$ cat src/rtl/multu_hilo_unit_pkg.sv
// rtl/multu_hilo_unit_pkg.sv - funct select constants and FSM state encoding for the MULTU unit
package multu_hilo_unit_pkg;

    localparam int MULTU_WIDTH = 32;

    localparam logic [5:0] FUNCT_MULTU = 6'b011001;
    localparam logic [5:0] FUNCT_OUT   = 6'b111111;
    localparam logic [5:0] FUNCT_MFHI  = 6'b010000;
    localparam logic [5:0] FUNCT_MFLO  = 6'b010010;
    localparam logic [5:0] FUNCT_AND   = 6'b100100;
    localparam logic [5:0] FUNCT_OR    = 6'b100101;
    localparam logic [5:0] FUNCT_ADD   = 6'b100000;
    localparam logic [5:0] FUNCT_SUB   = 6'b100010;
    localparam logic [5:0] FUNCT_SLT   = 6'b101010;
    localparam logic [5:0] FUNCT_SRL   = 6'b000010;

    typedef enum logic [1:0] {
        ST_IDLE = 2'd0,
        ST_RUN  = 2'd1,
        ST_DONE = 2'd2
    } state_e;

endpackage

$ cat src/rtl/multu_hilo_unit_datapath.sv
// rtl/multu_hilo_unit_datapath.sv - shift-add product register with captured multiplicand
module multu_hilo_unit_datapath
    import multu_hilo_unit_pkg::*;
#(
    parameter int WIDTH = MULTU_WIDTH
) (
    input  logic               clk,
    input  logic               rst_n,
    input  logic               load_i,
    input  logic               step_i,
    input  logic [WIDTH-1:0]   mcand_i,
    input  logic [WIDTH-1:0]   mplier_i,
    output logic [2*WIDTH-1:0] prod_o
);

    logic [2*WIDTH-1:0] prod_q, prod_d;
    logic [WIDTH-1:0]   mcand_q, mcand_d;
    logic [WIDTH:0]     upper_sum;

    // The W+1-bit sum keeps the carry, which lands in bit 2W-1 after the shift.
    always_comb begin
        upper_sum = {1'b0, prod_q[2*WIDTH-1:WIDTH]}
                  + (prod_q[0] ? {1'b0, mcand_q} : {(WIDTH+1){1'b0}});
        prod_d  = prod_q;
        mcand_d = mcand_q;
        if (load_i) begin
            prod_d  = {{WIDTH{1'b0}}, mplier_i};
            mcand_d = mcand_i;
        end else if (step_i) begin
            prod_d = {upper_sum, prod_q[WIDTH-1:1]};
        end
    end

    always_ff @(posedge clk or negedge rst_n) begin
        if (!rst_n) begin
            prod_q  <= '0;
            mcand_q <= '0;
        end else begin
            prod_q  <= prod_d;
            mcand_q <= mcand_d;
        end
    end

    assign prod_o = prod_q;

endmodule

$ cat src/rtl/multu_hilo_unit.sv
// rtl/multu_hilo_unit.sv - sequential 32x32 unsigned multiplier with HI/LO registers and readout mux
module multu_hilo_unit
    import multu_hilo_unit_pkg::*;
#(
    parameter int WIDTH = MULTU_WIDTH
) (
    input  logic             clk,
    input  logic             rst_n,
    input  logic [5:0]       sel,
    input  logic [WIDTH-1:0] srcA,
    input  logic [WIDTH-1:0] srcB,
    output logic             busy,
    output logic             done,
    output logic [WIDTH-1:0] hi,
    output logic [WIDTH-1:0] lo,
    output logic [WIDTH-1:0] dataOut
);

    localparam int CW = $clog2(WIDTH);
    localparam logic [CW-1:0] CNT_LAST = CW'(WIDTH - 1);

    state_e             state_q, state_d;
    logic [CW-1:0]      cnt_q, cnt_d;
    logic               armed_q, armed_d;
    logic [WIDTH-1:0]   hi_q, hi_d, lo_q, lo_d;
    logic               load, step;
    logic [2*WIDTH-1:0] prod;
    logic               is_multu, is_out;

    assign is_multu = (sel == FUNCT_MULTU);
    assign is_out   = (sel == FUNCT_OUT);

    multu_hilo_unit_datapath #(.WIDTH(WIDTH)) u_datapath (
        .clk      (clk),
        .rst_n    (rst_n),
        .load_i   (load),
        .step_i   (step),
        .mcand_i  (srcA),
        .mplier_i (srcB),
        .prod_o   (prod)
    );

    // armed forces sel to leave MULTU between runs, so a held select fires only once.
    always_comb begin
        state_d = state_q;
        cnt_d   = cnt_q;
        armed_d = armed_q;
        hi_d    = hi_q;
        lo_d    = lo_q;
        load    = 1'b0;
        step    = 1'b0;
        case (state_q)
            ST_IDLE: begin
                if (is_multu && armed_q) begin
                    load    = 1'b1;
                    cnt_d   = '0;
                    armed_d = 1'b0;
                    state_d = ST_RUN;
                end else if (!is_multu) begin
                    armed_d = 1'b1;
                end
            end
            ST_RUN: begin
                if (!is_multu && !is_out) begin
                    armed_d = 1'b1;
                    state_d = ST_IDLE;
                end else begin
                    step  = 1'b1;
                    cnt_d = cnt_q + 1'b1;
                    if (cnt_q == CNT_LAST) begin
                        state_d = ST_DONE;
                    end
                end
            end
            ST_DONE: begin
                hi_d    = prod[2*WIDTH-1:WIDTH];
                lo_d    = prod[WIDTH-1:0];
                state_d = ST_IDLE;
            end
            default: state_d = ST_IDLE;
        endcase
    end

    always_ff @(posedge clk or negedge rst_n) begin
        if (!rst_n) begin
            state_q <= ST_IDLE;
            cnt_q   <= '0;
            armed_q <= 1'b1;
            hi_q    <= '0;
            lo_q    <= '0;
        end else begin
            state_q <= state_d;
            cnt_q   <= cnt_d;
            armed_q <= armed_d;
            hi_q    <= hi_d;
            lo_q    <= lo_d;
        end
    end

    assign busy = (state_q == ST_RUN);
    assign done = (state_q == ST_DONE);
    assign hi   = hi_q;
    assign lo   = lo_q;

    always_comb begin
        dataOut = '0;
        if (sel == FUNCT_MFHI) begin
            dataOut = hi_q;
        end else if (sel == FUNCT_MFLO || sel == FUNCT_OUT) begin
            dataOut = lo_q;
        end
    end

endmodule

$ cat config.mk
export PLATFORM = sky130hd
export DESIGN_NAME = multu_hilo_unit
export DESIGN_NICKNAME = d
export VERILOG_FILES = /design/src/rtl/multu_hilo_unit_pkg.sv /design/src/rtl/multu_hilo_unit_datapath.sv /design/src/rtl/multu_hilo_unit.sv
export SDC_FILE = /design/constraint.sdc
export NUM_CORES = 1
export LEC_CHECK = 0
export CORE_MARGIN = 1
export CORE_UTILIZATION = 40
export DETAILED_ROUTE_END_ITERATION = 6
export DONT_BUFFER_PORTS = 1
export HOLD_SLACK_MARGIN = 0.05
export PLACE_DENSITY = 0.62
export SLEW_MARGIN = 10
export SYNTH_ARGS = -nofsm -noshare
export SYNTH_HDL_FRONTEND = slang
export SYNTH_HIERARCHICAL = 1
export SYNTH_SLANG_ARGS = --single-unit
$ cat constraint.sdc
create_clock -name clk -period 4 [get_ports clk]
set_input_delay 0.4 -clock clk [delete_from_list [all_inputs] [get_ports clk]]
set_output_delay 0.4 -clock clk [all_outputs]
set_load 0.05 [all_outputs]
After elaboration in Yosys (flattened, before gate mapping)

Index checks and enable logic that the tools add are counted.

Input port bits: 72
Bits in registers: 168
Word-level logic and storage cells: 52

Add/sub/neg operators: 2
Muxes and demuxes: 20
Equality and inequality tests: 12
Reduce and logical (&&, ||, !) cells: 11

Operator list:

| operator                                               | number |
|---|---|
| 2-to-1 mux 64 bit                                      | 2 |
| 2-to-1 mux 32 bit                                      | 3 |
| adder 32 x 33 -> 33 bit                                | 1 |
| equality test 6 x 5 -> 1 bit (second input constant)   | 3 |
| 2-to-1 mux 5 bit                                       | 2 |
| case mux 5 bit (2 select lines)                        | 1 |
| 2-to-1 mux 1 bit                                       | 7 |
| equality test 6 bit (second input constant)            | 1 |
| 2-to-1 mux 2 bit                                       | 3 |
| AND reduction 3 bit                                    | 2 |
| adder 5 x 1 -> 5 bit (second input constant)           | 1 |
| equality test 5 bit (second input constant)            | 1 |
| inequality test 2 bit (second input constant)          | 2 |
| case mux 2 bit (2 select lines)                        | 1 |
| nonzero test 2 bit                                     | 2 |
| inequality test 3 x 1 -> 1 bit (second input constant) | 1 |
| inequality test 3 bit (second input constant)          | 1 |
| equality test 2 x 1 -> 1 bit (second input constant)   | 1 |
| equality test 2 bit (second input constant)            | 1 |
| logical AND 1 bit                                      | 2 |
| zero test 1 bit                                        | 2 |
| zero test 2 bit                                        | 1 |
| inequality test 2 x 1 -> 1 bit (second input constant) | 1 |
| case mux 1 bit (2 select lines)                        | 1 |
| 2 further kinds                                        | 2 |

Depth between registers and ports, before layout

Depth in word-level cells: 7
Mapped depth: 11
Depth with buffers taken out: 11

By module

The synthesis kept the hierarchy.

Modules (own cells, without submodules):

| module                   | instances | area an instance (um2) | sequential area each (um2) | cells each |
|---|---|---|---|---|
| multu_hilo_unit_datapath | 1         | 5,799.3                | 2,402.3                    | 597 |
| multu_hilo_unit          | 1         | 3,164.3                | 1,803.0                    | 217 |

Worst setup path before layout

OpenSTA, ideal clock, no wires.

Path kind: register to register
Start: reg u_datapath.prod_q[0], in the netlist u_datapath/prod_o[0]
End: reg u_datapath.prod_q[62], in the netlist u_datapath/prod_o[62]
Path buffers: 1
Path slack: 1,384 ps
Stages on the path, launching flop included: 10
Library setup time: 122 ps
Data required time: 3,878 ps
Data arrival time: 2,494 ps
Cell sequence: dfrtp_1 > clkbuf_1 > and2_1 > ha_1 > a21oi_2 > o21ai_1 > o41a_1 > a221o_1 > or3_1 > a32o_1

Cells in the longest elaborated chain, start to end: 4

Ends and longest elaborated chain:

| element                 | line                           | RTL |
|---|---|---|
| from (decl)             | multu_hilo_unit_datapath.sv:16 | `logic [2*WIDTH-1:0] prod_q, prod_d;` |
| from (signal assigned)  | multu_hilo_unit_datapath.sv:39 | `prod_q <= prod_d;` |
| 2-to-1 mux 32 bit       | multu_hilo_unit_datapath.sv:23 | `+ (prod_q[0] ? {1'b0, mcand_q} : {(WIDTH+1){1'b0}});` |
| adder 32 x 33 -> 33 bit | multu_hilo_unit_datapath.sv:23 |  |
| 2-to-1 mux 64 bit       | multu_hilo_unit_datapath.sv:29 | `end else if (step_i) begin` |
| 2-to-1 mux 64 bit       | multu_hilo_unit_datapath.sv:26 | `if (load_i) begin` |

Every way passes these cells. The select of a mux whose other input is x is not followed.
A chain may end at the register's enable or synchronous reset.

Worst setup path after layout

Start: reg u_datapath.prod_q[0], in the netlist u_datapath/prod_o[0]
End: reg u_datapath.prod_q[57], in the netlist u_datapath/prod_o[57]

Same word-level chain as after synthesis.

==> results.txt <==
* FF/Latch Area: 4210 um^2
- The first routing iteration left 348 violations.
- Critical path launch point type: flip-flop
- Reg-to-Reg Start: u_datapath/prod_o[0]$_DFFE_PN0P_
* Library cell with the largest summed area after synthesis: dfrtp_1
- Internal power comes to 0.00297 W.
- The number of antenna diodes in the final layout is 0.
* Clk pwr share: 43.8%
* Multi-input gate area: 4520 um^2
- For this run, the top clock speed supported by timing is 0.320 GHz.
- For this block, the via count after detailed routing is 6,321.
* Max-capacitance violation count: 0
- In this run the clock root is driven by a clkbuf_16.
- The worst path in the final design needs a cycle of 3120 ps, including I/O delays and setup.
- After legalization and detailed placement, the total HPWL measured 16.2 mm.
- Switch share: 24.9%
- Gates resized, CTS repair: 0
- Setup violations remaining at the end of the flow were counted as 0.
- Worst clock skew: 11.9 ps
- Leakage: 4.41 nW
* Final setup TNS: 0 ps
* Tightest Pin Transition: 1120 ps
- In the global route stage, overall resource usage came out at 20.2%.
- Initial core utilization: 40.9%
- Maximum level of the CTS H-tree: 4
- At the worst endpoint, the required time is 4280 ps.
- Combinational cells account for 7.6% of the total power.
* Data arrival time of the critical path: 3400 ps
- Final estimated routing congestion in global placement: 0.956
* CP Max Fanout: 12
- Clock-pin slew was measured on the worst setup and hold paths at 70 ps.
- Post-Synth Simple-Gate Area: 10.3%
- The checks that failed: hold timing.
- Number of top-level pins: 170
- The hold violation total from the final report came to 168.
- Worst Path Class, Setup: flip-flop to flip-flop
- Warning count from the yosys run: 6
* Placed cells: 1,060
- Post-route cell area: 9810 um^2
- For this design the total switching power over the nets is 0.000985 W.
* Portion of total power attributed to sequential cells: 48.5%
- Final hold analysis gives a worst-case slack of -332 ps.
- Clock tree from TritonCTS: yes
- Chip width: 152 um
* Buffer count from post-CTS setup fixing: 0
- The worst hold path belongs to the class input pin to asynchronous set/reset pin.
- The floorplan has 54 rows.
- Post-Route WL: 22.7 mm
- The worst path uses 78.1% of the clock period.
- In this run the vertical extent of the chip is 152 um.
* Global-route wire length before repair: 34.8 mm
- Max rail drop VDD: 0.211 mV
- Antenna Nets Post-Route: 0
* Parity-gate share of the synthesized area counting xor and xnor cells: 2.64%
- By area, the combinational part of the netlist is dominated by multiplexers.
* Summed instance area of the synthesized netlist: 8960 um^2
- Fin util: 44.8%
- After floorplanning, the core was sized to cover 21,900 um^2.
- Number of distinct library cells after synthesis: 67
- Sorting the synthesized cells by area gives the leading types as dfrtp_1, mux2_2, ha_1.
* Clk_lat worst skew: 440 ps
* Most repeated cell in the gate-level netlist after synthesis: dfrtp_1
- In the final routed layout, each cell accounts on average for 20.8 um.
- Buffer depth of the longest clock path: 2
* FF-to-FF path depth: 11
* Synthesized area divided by synthesized cell count: 11.0 um^2
- Across all register-to-register paths, the minimum setup slack is 880 ps.
- The post-route netlist has 19.5% of its cells at a drive strength greater than 1.
- After detailed placement, the total cell area comes to 9200 um^2.
- Of the post-synthesis cell area, the dominant cell type holds 46.6%.
* Critical Path End Type: flip-flop
- Antenna violations before repair: 0
- Capturing point of the worst reg2reg path: u_datapath/prod_o[57]$_DFFE_PN0P_
- Measured against the total synthesized area, the mux share comes to 16.7%.
- Summing the areas of all compound-gate instances in the mapped netlist gives 15.7% of the synthesized area.
- Proportion of synthesized chip area in sequential cells: 46.9%
* Final Slew Violations: 0
* Largest net degree at the start of global routing: 169
- In the synthesized netlist, the cells that appear most often are dfrtp_1, mux2_2, nand2_1, o21ai_0, mux2i_1.
- Final routed DRC violation total: 0
- After Yosys synthesis, full adders, half adders and majority gates account for 4.97% of the synthesized area.
* Synthesized instance count: 814
- The first detailed-routing pass ran for 5 iterations.
* Area growth from synthesis to layout: 9.42%
* Count of nets after finishing: 906
- Finished Layout Cells: 1,092
- Power density normalized to cell area: 404 nW/um^2
- Fill cells in the final layout number 2,084.
* Dominant synthesized flop cell: dfrtp_1
- Synthesis produced a netlist with a net count of 921.
- The number of clock buffers added by TritonCTS is 17.
- Total congestion overflow: 0
- The number of global-route vias before repair is 6,169.
* Max-slew headroom at the worst pin: 25.3%
- RSZ-0062 raised after global routing: no
- Count of state elements after synthesis: 168
- Fraction of registers with async set/reset: 100%
* Clock tree sinks: 168
- Number of flops mapped to enable cells by yosys: 0
- The run finished, with violations left.
* Routed via count divided by cell count: 5.79
* Area enclosed by the die boundary: 23,000 um^2
- IO buf count: 0
- After layout, the design draws a total of 0.00396 W.
==> final cells by class <==
| class | count | area share [%] |
|---|---|---|
| clock buffer | 17 | 4.34 |
| clock inverter | 15 | 1.91 |
| sequential | 168 | 42.9 |
| inverter | 14 | 0.536 |
| multi-input combinational | 591 | 46.1 |
| timing repair buffer | 7 | 0.663 |
| tap | 280 | 3.57 |
==> cells in the final DEF, fill, tap and decap left out, drive strengths merged, types with 3 or more instances in the layout <==
cell type / n
mux2i: 40
clkinv: 3
a21boi: 3
inv: 21
a22o: 36
clkbuf: 17
bufinv: 3
nand2b: 6
o21bai: 4
buf: 7
and3: 4
nor3: 6
or3: 3
nand4: 8
xnor2: 15
nand3: 12
and2: 31
nor3b: 3
nor2: 34
a211oi: 5
o21a: 9
a21oi: 33
o41ai: 3
dfrtp: 167
mux2: 97
o211ai: 5
nand2: 77
ha: 34
a21o: 10
o31ai: 3
xor2: 12
a31oi: 4
o21ai: 69
==> worst max path at each step <==
stage,to,from,cells after the start,slack [ps]
finish,u_datapath/prod_o[57]$_DFFE_PN0P_,u_datapath/prod_o[0]$_DFFE_PN0P_,11,880
global route,u_datapath/prod_o[49]$_DFFE_PN0P_,u_datapath/prod_o[0]$_DFFE_PN0P_,10,670
CTS,u_datapath/prod_o[57]$_DFFE_PN0P_,u_datapath/prod_o[0]$_DFFE_PN0P_,11,870
detailed placement,u_datapath/prod_o[57]$_DFFE_PN0P_,u_datapath/prod_o[0]$_DFFE_PN0P_,11,940
global placement,u_datapath/prod_o[57]$_DFFE_PN0P_,u_datapath/prod_o[0]$_DFFE_PN0P_,11,940
floorplan,u_datapath/prod_o[62]$_DFFE_PN0P_,u_datapath/prod_o[0]$_DFFE_PN0P_,9,1380
==> layer usage <==
| layer | global-route usage [%] | wire length (um) | up-vias |
|---|---|---|---|
| met2 | 33.3 | 10900 | 218 |
| met5 | 0 | 0 | - |
| li1 | - | - | 2934 |
| met3 | 5.24 | 1280 | 42 |
| met4 | 8.02 | 620 | 0 |
| met1 | 25.1 | 9860 | 3127 |
==> flip-flops by register name (all words and copies together), names as in the netlist <==
signal	cells
u_datapath/prod_o	64
hi	32
lo	32
u_datapath/mcand_q	32
cnt_q	5
state_q	2
armed_q	1
==> power by group through the flow <==
stage          registers [W]  logic, W  clock network, W
2_1_floorplan        0.00191  0.000254                 0
3_3_place_gp         0.00195  0.000295                 0
3_5_place_dp         0.00196  0.000301                 0
4_1_cts              0.00192  0.000304           0.00178
5_1_grt              0.00194  0.000337           0.00184
6_report             0.00192  0.000302           0.00174
==> cells by family (layout without fill, tap and decap cells) <==
kind of cell    after synthesis  after routing
compound gates              202            202
xor+xnor                     27             27
fa+ha+maj                    35             35
buf+inv                      55             53
flops                       168            168
mux                         137            137
simple gates                190            190
==> metrics by stage <==
stage               setup WS, ps  hold WS, ps
finish                       876         -332
global route                 671         -358
CTS                          873         -358
detailed placement           937          112
global placement             940          111
floorplan                   1380          104
==> critical path, stage by stage (launching register included) <==
cell and delay (ps):
dfrtp_1 520, and2_1 180, ha_1 150, inv_1 50, fa_1 390, and2b_1 250, o211ai_2 130, a31oi_4 290
a211oi_1 210, o41ai_1 520, xnor2_1 170, o21ai_0 80
(Power assumes the default switching activity.)
